`src/rtl/fabric_cfg_pkg.sv`:
```
// Shared configuration-fabric definitions: loader state encoding and
// control-vector sizing helpers used by loaders and switch boxes alike.
package fabric_cfg_pkg;

    typedef enum logic [1:0] {
        IDLE   = 2'd0,
        LOAD   = 2'd1,
        COMMIT = 2'd2,
        PASS   = 2'd3
    } cfg_state_t;

    // Six control bits per single track and per double-track pair.
    function automatic int unsigned cfg_width(input int unsigned ws, input int unsigned wd);
        return (ws + wd / 2) * 6;
    endfunction

    function automatic int unsigned cfg_words(input int unsigned cw, input int unsigned dw);
        return (cw + dw - 1) / dw;
    endfunction

endpackage

```
`src/rtl/clb_config_loader_if.sv`:
```
// Configuration word stream: upstream valid/ready input, downstream
// pass-through output and the broadcast load-start pulse.
interface clb_config_loader_if #(
    parameter int unsigned DW = 8
) ();
    logic          cfg_start;
    logic          cfg_valid;
    logic          cfg_ready;
    logic [DW-1:0] cfg_data;
    logic          out_valid;
    logic          out_ready;
    logic [DW-1:0] out_data;

    modport master (
        output cfg_start, cfg_valid, cfg_data, out_ready,
        input  cfg_ready, out_valid, out_data
    );

    modport slave (
        input  cfg_start, cfg_valid, cfg_data, out_ready,
        output cfg_ready, out_valid, out_data
    );
endinterface

```
`src/rtl/clb_config_loader.sv`:
```
// Per-tile configuration loader: shifts NW words into a shadow register,
// commits the switch-box control vector atomically, then forwards the chain.
module clb_config_loader
    import fabric_cfg_pkg::*;
#(
    parameter  int unsigned WS = 8,
    parameter  int unsigned WD = 8,
    parameter  int unsigned DW = 8,
    localparam int unsigned CW = cfg_width(WS, WD),
    localparam int unsigned NW = cfg_words(CW, DW)
) (
    input  logic                       clk,
    input  logic                       rst,
    clb_config_loader_if.slave         bus,
    output logic [CW-1:0]              c,
    output logic                       busy,
    output logic                       done
);

    localparam int unsigned SW    = NW * DW;
    localparam int unsigned CNT_W = $clog2(NW + 1);

    cfg_state_t       r_state, w_state_nxt;
    logic [CNT_W-1:0] r_cnt,   w_cnt_nxt;
    logic [SW-1:0]    r_sh,    w_sh_nxt;
    logic [CW-1:0]    r_c,     w_c_nxt;
    logic             r_done,  w_done_nxt;
    logic             w_cfg_ready;
    logic             w_out_valid;

    always_ff @(posedge clk or posedge rst) begin
        if (rst) begin
            r_state <= IDLE;
            r_cnt   <= '0;
            r_sh    <= '0;
            r_c     <= '0;
            r_done  <= 1'b0;
        end else begin
            r_state <= w_state_nxt;
            r_cnt   <= w_cnt_nxt;
            r_sh    <= w_sh_nxt;
            r_c     <= w_c_nxt;
            r_done  <= w_done_nxt;
        end
    end

    // A start pulse overrides everything, including an in-flight commit.
    always_comb begin
        w_state_nxt = r_state;
        w_cnt_nxt   = r_cnt;
        w_sh_nxt    = r_sh;
        w_c_nxt     = r_c;
        w_done_nxt  = 1'b0;
        w_cfg_ready = 1'b0;
        w_out_valid = 1'b0;

        if (bus.cfg_start) begin
            w_state_nxt = LOAD;
            w_cnt_nxt   = '0;
        end else begin
            case (r_state)
                IDLE: begin
                end
                LOAD: begin
                    w_cfg_ready = 1'b1;
                    if (bus.cfg_valid) begin
                        w_sh_nxt  = {bus.cfg_data, r_sh[SW-1:DW]};
                        w_cnt_nxt = r_cnt + CNT_W'(1);
                        if (r_cnt == CNT_W'(NW - 1)) begin
                            w_state_nxt = COMMIT;
                        end
                    end
                end
                COMMIT: begin
                    w_c_nxt     = r_sh[CW-1:0];
                    w_done_nxt  = 1'b1;
                    w_state_nxt = PASS;
                end
                PASS: begin
                    w_cfg_ready = bus.out_ready;
                    w_out_valid = bus.cfg_valid;
                end
                default: begin
                    w_state_nxt = IDLE;
                end
            endcase
        end
    end

    assign bus.cfg_ready = w_cfg_ready;
    assign bus.out_valid = w_out_valid;
    assign bus.out_data  = bus.cfg_data;
    assign c             = r_c;
    assign done          = r_done;
    assign busy          = (r_state == LOAD) || (r_state == COMMIT);

endmodule

```
`src/flat_wrapper.sv`:
```
// flat-port wrapper written by rule: the top's interface ports become plain ports
module clb_config_loader_flat import fabric_cfg_pkg::*;
#(
    parameter  int unsigned WS = 8,
    parameter  int unsigned WD = 8,
    parameter  int unsigned DW = 8,
    localparam int unsigned CW = cfg_width(WS, WD),
    localparam int unsigned NW = cfg_words(CW, DW)
)
  (clk, rst, c, busy, done, bus_cfg_start, bus_cfg_valid, bus_cfg_data, bus_out_ready, bus_cfg_ready, bus_out_valid, bus_out_data);
  clb_config_loader_if #(.DW(DW)) bus_i ();
  input  logic clk;
  input  logic rst;
  output logic [CW-1:0] c;
  output logic busy;
  output logic done;
  input wire logic [$bits(bus_i.cfg_start)-1:0] bus_cfg_start;
  input wire logic [$bits(bus_i.cfg_valid)-1:0] bus_cfg_valid;
  input wire logic [$bits(bus_i.cfg_data)-1:0] bus_cfg_data;
  input wire logic [$bits(bus_i.out_ready)-1:0] bus_out_ready;
  output wire logic [$bits(bus_i.cfg_ready)-1:0] bus_cfg_ready;
  output wire logic [$bits(bus_i.out_valid)-1:0] bus_out_valid;
  output wire logic [$bits(bus_i.out_data)-1:0] bus_out_data;
  assign bus_i.cfg_start = bus_cfg_start;
  assign bus_i.cfg_valid = bus_cfg_valid;
  assign bus_i.cfg_data = bus_cfg_data;
  assign bus_i.out_ready = bus_out_ready;
  assign bus_cfg_ready = bus_i.cfg_ready;
  assign bus_out_valid = bus_i.out_valid;
  assign bus_out_data = bus_i.out_data;
  clb_config_loader #(.WS(WS), .WD(WD), .DW(DW)) u_core (.clk(clk), .rst(rst), .bus(bus_i), .c(c), .busy(busy), .done(done));
endmodule
```
`config.mk`:
```
export PLATFORM = sky130hd
export DESIGN_NAME = clb_config_loader_flat
export DESIGN_NICKNAME = d
export VERILOG_FILES = /design/src/rtl/fabric_cfg_pkg.sv /design/src/rtl/clb_config_loader_if.sv /design/src/rtl/clb_config_loader.sv /design/src/flat_wrapper.sv
export SDC_FILE = /design/constraint.sdc
export NUM_CORES = 1
export LEC_CHECK = 0
export ABC_AREA = 1
export ABC_CLOCK_PERIOD_IN_PS = 7500
export CAP_MARGIN = 15
export CORE_ASPECT_RATIO = 1.5
export CORE_MARGIN = 4
export CORE_UTILIZATION = 31
export DETAILED_ROUTE_END_ITERATION = 12
export HOLD_SLACK_MARGIN = 0.1
export REMOVE_ABC_BUFFERS = 1
export SETUP_SLACK_MARGIN = 0.02
export SLEW_MARGIN = 20
export SYNTH_ARGS = -nofsm -noshare
export SYNTH_HDL_FRONTEND = slang
export SYNTH_SLANG_ARGS = --single-unit
```
`constraint.sdc`:
```
create_clock -name clk -period 7.5 [get_ports clk]
set_input_delay 2.25 -clock clk [delete_from_list [all_inputs] [get_ports clk]]
set_output_delay 2.25 -clock clk [all_outputs]
set_load 0.01 [all_outputs]
```
==> impl_summary.md <==
Status
The run finished with clean final reports.

Layout
The final cell utilization of the core is 39.4%. The number of non-filler instances in the completed layout is 953. After routing the design area is roughly 7800 um2. The register cell area after layout is between 3000 and 4000 um2. The post-synthesis to final-layout area growth is 25.1%. At the end of the flow, the number of nets in the layout was 698.

The number of filler instances in the final layout is 2,002. The total inserted antenna cells is 0. The fraction of final layout cells sized beyond drive strength 1 is ~16%. Summing all multi-input logic gate instances after layout gives 1790 um2.

The top cell types in the final layout, fill and taps aside, are sky130_fd_sc_hd__nand2_1, sky130_fd_sc_hd__dfrtp_1, sky130_fd_sc_hd__clkdlybuf4s50_1. The most common cell after layout, fill and taps aside is sky130_fd_sc_hd__nand2_1.

Timing
The number of endpoints with negative hold slack in the final report was 0. Between clock sinks in the finished design, the worst skew comes to 0.00687 ns. The final-layout setup total negative slack is 0 ns. Based on the critical path, the design can be clocked at up to 174 MHz. The max-slew violation count is 0. The final-report setup violation count is 0. The shortest period the worst path allows is 5.75 ns.

The final worst-path cycle share is 76.7%. The worst pin sits at a relative slew slack of 37.1%. Setup repair after global routing left no endpoint under its margin. The actual slew at the worst max-slew pin is 0.944 ns.

Critical path
The worst setup path is of the in2out kind. The required time reported for the critical path endpoint is 5.25 ns. The most frequent cell on the critical path is sky130_fd_sc_hd__clkdlybuf4s50_1. Data arrives at the worst endpoint at 3.50 ns. The worst register-to-register path begins at u_core.r_state[1]$_DFFE_PP0P_.

The signal on the critical path passes through clkdlybuf4s50_1 > a21oi_1 > clkdlybuf4s50_1. The critical path starts at bus_cfg_start. The cell with the biggest individual delay on the critical path is sky130_fd_sc_hd__clkdlybuf4s50_1.

The kind of start point of the critical path is a primary input. Of all nets on the critical path, the largest fanout is 6. On the worst path, the slowest cell contributes a delay of about 0.56 ns. STA classifies the critical path endpoint as an output port. The category of cells accounting for the largest share of critical-path delay is buffers and inverters. Counting both buffers and inverters, the worst setup path holds a total of 2.

Drt
The mean routed wirelength per cell is 11.8 um. The iteration-0 DRC count of the detailed router is 214. The final layout contains routed wiring with a total length of 11.2 mm. In the routed design, unresolved DRC markers number 0. The vias after detailed routing is slightly below 4,000. Before antenna repair, the detailed router went through 5 iterations. After detailed routing, the number of vias per cell comes to 4.16. The count of antenna-violating nets left after detailed routing is 0.

Logic synthesis
The synthesized instance count is 600. Yosys mapped the design onto 24 distinct sky130hd cell types. The mean area per synthesized cell is 10.3 um2. The number of synthesized register bits is 151.

The synthesized netlist devotes 15.1% of its cell area to compound gates. After synthesis, the share of cell area in mux cells is 0%. Ranked by total cell area, the synthesized netlist is headed by sky130_fd_sc_hd__dfrtp_1, sky130_fd_sc_hd__nand2_1, sky130_fd_sc_hd__o21ai_2.

The summed instance area of the synthesized netlist is 6200 um2. The arithmetic-cell share of the synthesized area counting full adders, half adders and majority gates is 1.01%. The synthesized netlist devotes less than 1% of its cell area to XOR and XNOR gates. The cell type contributing the most total cell area after synthesis is sky130_fd_sc_hd__dfrtp_1. Sequential elements use roughly three fifths of the synthesized area.

The main combinational cell family by area after synthesis is compound AO/OA/AOI/OAI gates. The top cell type by area accounts for 60.9% of the synthesized area. For this run, the number of Yosys warnings is 0. Of the total synthesized cell area, the portion taken by AND, OR, NAND and NOR gates is 12.5%.

Floorplanning
The starting density of the core is between 30% and 40%. The floorplan step defined a core boundary enclosing 19,700 um2. The number of placement rows is 63. The die extent in x is ~120 um. The die height is 181 um. The overall die area is 22,400 um2. Pin placement for this block handled 97 I/O pins.

Placement
In this run the cell area measured after placement is 7160 um2. Including well taps, the total number of placed cells is about 920. The final weighted congestion in routability-driven placement is 0.683.

Summed over all nets, the half-perimeter wirelength after detailed placement is around 6.8 mm. The number of buffer cells added on primary ports is between 90 and 100.

Global routing
The first-pass GRT wire length is 19.6 mm. The number of antenna violations at the first check in global routing is 0. The maximum number of pins on one net before global-route repair is 137.

After global routing the overflow that remains totals 0. Global routing used ~11% of the available tracks across all layers. The via count of the first global-routing pass is 4,047.

Clocking
The number of gates resized after CTS was 0. The sink count of the clock tree is 151. Buffers added to address setup during post-CTS repair amount to 0. The depth of the CTS H-tree is 4. Clock tree synthesis selected as its root buffer the cell sky130_fd_sc_hd__clkbuf_16.

The maximum count of clock buffers along a single path is 2. Clock-pin slew was measured on the worst setup and hold paths at 0.06 ns. The later pin in the worst-skew pair is clocked with a latency of just over 0.4 ns. The number of hold buffers added after CTS was 0.

The TritonCTS clock tree is built. Counting the buffers created by CTS gives 17.

Worst hold path
The classification of the worst-slack hold path is reg2reg. The launch instance of the worst min-delay path is u_core.r_sh[2]$_DFFE_PP0P_.

Run
The tool flagged a number of max-cap violations equal to 0.

Power and ir drop
The power density over the cells is between 300 and 400 nW/um2. The worst-case IR drop observed on VDD is 0.229 mV. The cell leakage power is 0.00348 uW.

Overall power consumption after layout is estimated at 3050 uW.
layout make-up:
class / count / area share [%]
Sequential cell: 151 / 48.7
Inverter: 74 / 3.68
Multi-Input combinational cell: 337 / 23.0
Tap cell: 260 / 4.19
Timing Repair Buffer: 99 / 12.7
Clock buffer: 21 / 6.19
Clock inverter: 11 / 1.58
report_power, final:
group | internal (uW) | switching (uW)
combinational | 434 | 506
clock | 525 | 329
sequential | 1100 | 150
total | 2060 | 985
final timing paths:
kind	to	cells past startpoint	slack, ns
setup / recovery	bus_cfg_ready	3	1.75
hold / removal	u_core.c[2]$_DFFE_PP0P_	2	0.47
setup reg to reg	u_core.r_sh[7]$_DFFE_PP0P_	6	4.98
hold reg to reg	u_core.c[2]$_DFFE_PP0P_	2	0.47
max in group asynchronous	u_core.r_sh[16]$_DFFE_PP0P_	3	3.91
min in group asynchronous	u_core.r_sh[3]$_DFFE_PP0P_	2	2.40
per-stage QoR:
| step | worst slack [ns] | hold slack, ns |
|---|---|---|
| final | 1.75 | 0.468 |
| after CTS | 1.73 | 0.472 |
| after detailed placement | 1.74 | 0.455 |
| after global placement | 1.77 | 0.451 |
| after global routing | 1.65 | 0.486 |
| after floorplan | 1.19 | 0.442 |
layer usage:
layer  global-route usage [%]  share of wire (%)
met1                     13.8                 47
met2                     17.7                 48
met3                     3.16                3.7
met4                     4.26                1.5
met5                        0                  0
cells by family (layout without fill, tap and decap cells):
logic type	count (synthesis)	after routing
simple gates	192	192
flops	151	151
compound gates	139	139
buf+inv	112	205
fa+ha+maj	5	5
xor+xnor	1	1
sequential cells by signal (all words and copies together) (netlist names):
register        cells
u_core.r_sh        72
u_core.r_state      2
u_core.c           72
u_core.done         1
u_core.r_cnt        4
worst reg2reg max path, cell delays in order (launching register included):
cell	delay [ns]
sky130_fd_sc_hd__dfrtp_1	0.39
sky130_fd_sc_hd__inv_1	0.06
sky130_fd_sc_hd__ha_1	0.23
sky130_fd_sc_hd__nand3_4	0.69
sky130_fd_sc_hd__buf_4	0.80
sky130_fd_sc_hd__nand2_1	0.18
sky130_fd_sc_hd__o21ai_2	0.10
synth_stat cells:
cell type and number:
sky130_fd_sc_hd__o21ai_2 63, sky130_fd_sc_hd__inv_1 72, sky130_fd_sc_hd__inv_2 1, sky130_fd_sc_hd__nand2_1 173, sky130_fd_sc_hd__clkbuf_1 3, sky130_fd_sc_hd__buf_12 3, sky130_fd_sc_hd__nand3_1 6, sky130_fd_sc_hd__nand2_2 6
sky130_fd_sc_hd__buf_4 9, sky130_fd_sc_hd__dfrtp_1 151, sky130_fd_sc_hd__buf_6 15, sky130_fd_sc_hd__ha_1 5, sky130_fd_sc_hd__o21ai_1 21, sky130_fd_sc_hd__a21oi_1 1, sky130_fd_sc_hd__nor2_1 4, sky130_fd_sc_hd__inv_4 1
sky130_fd_sc_hd__buf_2 7, sky130_fd_sc_hd__buf_8 1, sky130_fd_sc_hd__nand2_8 1, sky130_fd_sc_hd__o22ai_2 1, sky130_fd_sc_hd__xnor2_1 1, sky130_fd_sc_hd__nand3_4 1, sky130_fd_sc_hd__o21ai_0 53, sky130_fd_sc_hd__or2_2 1
Note: power is estimated with default switching activity, not from simulation.
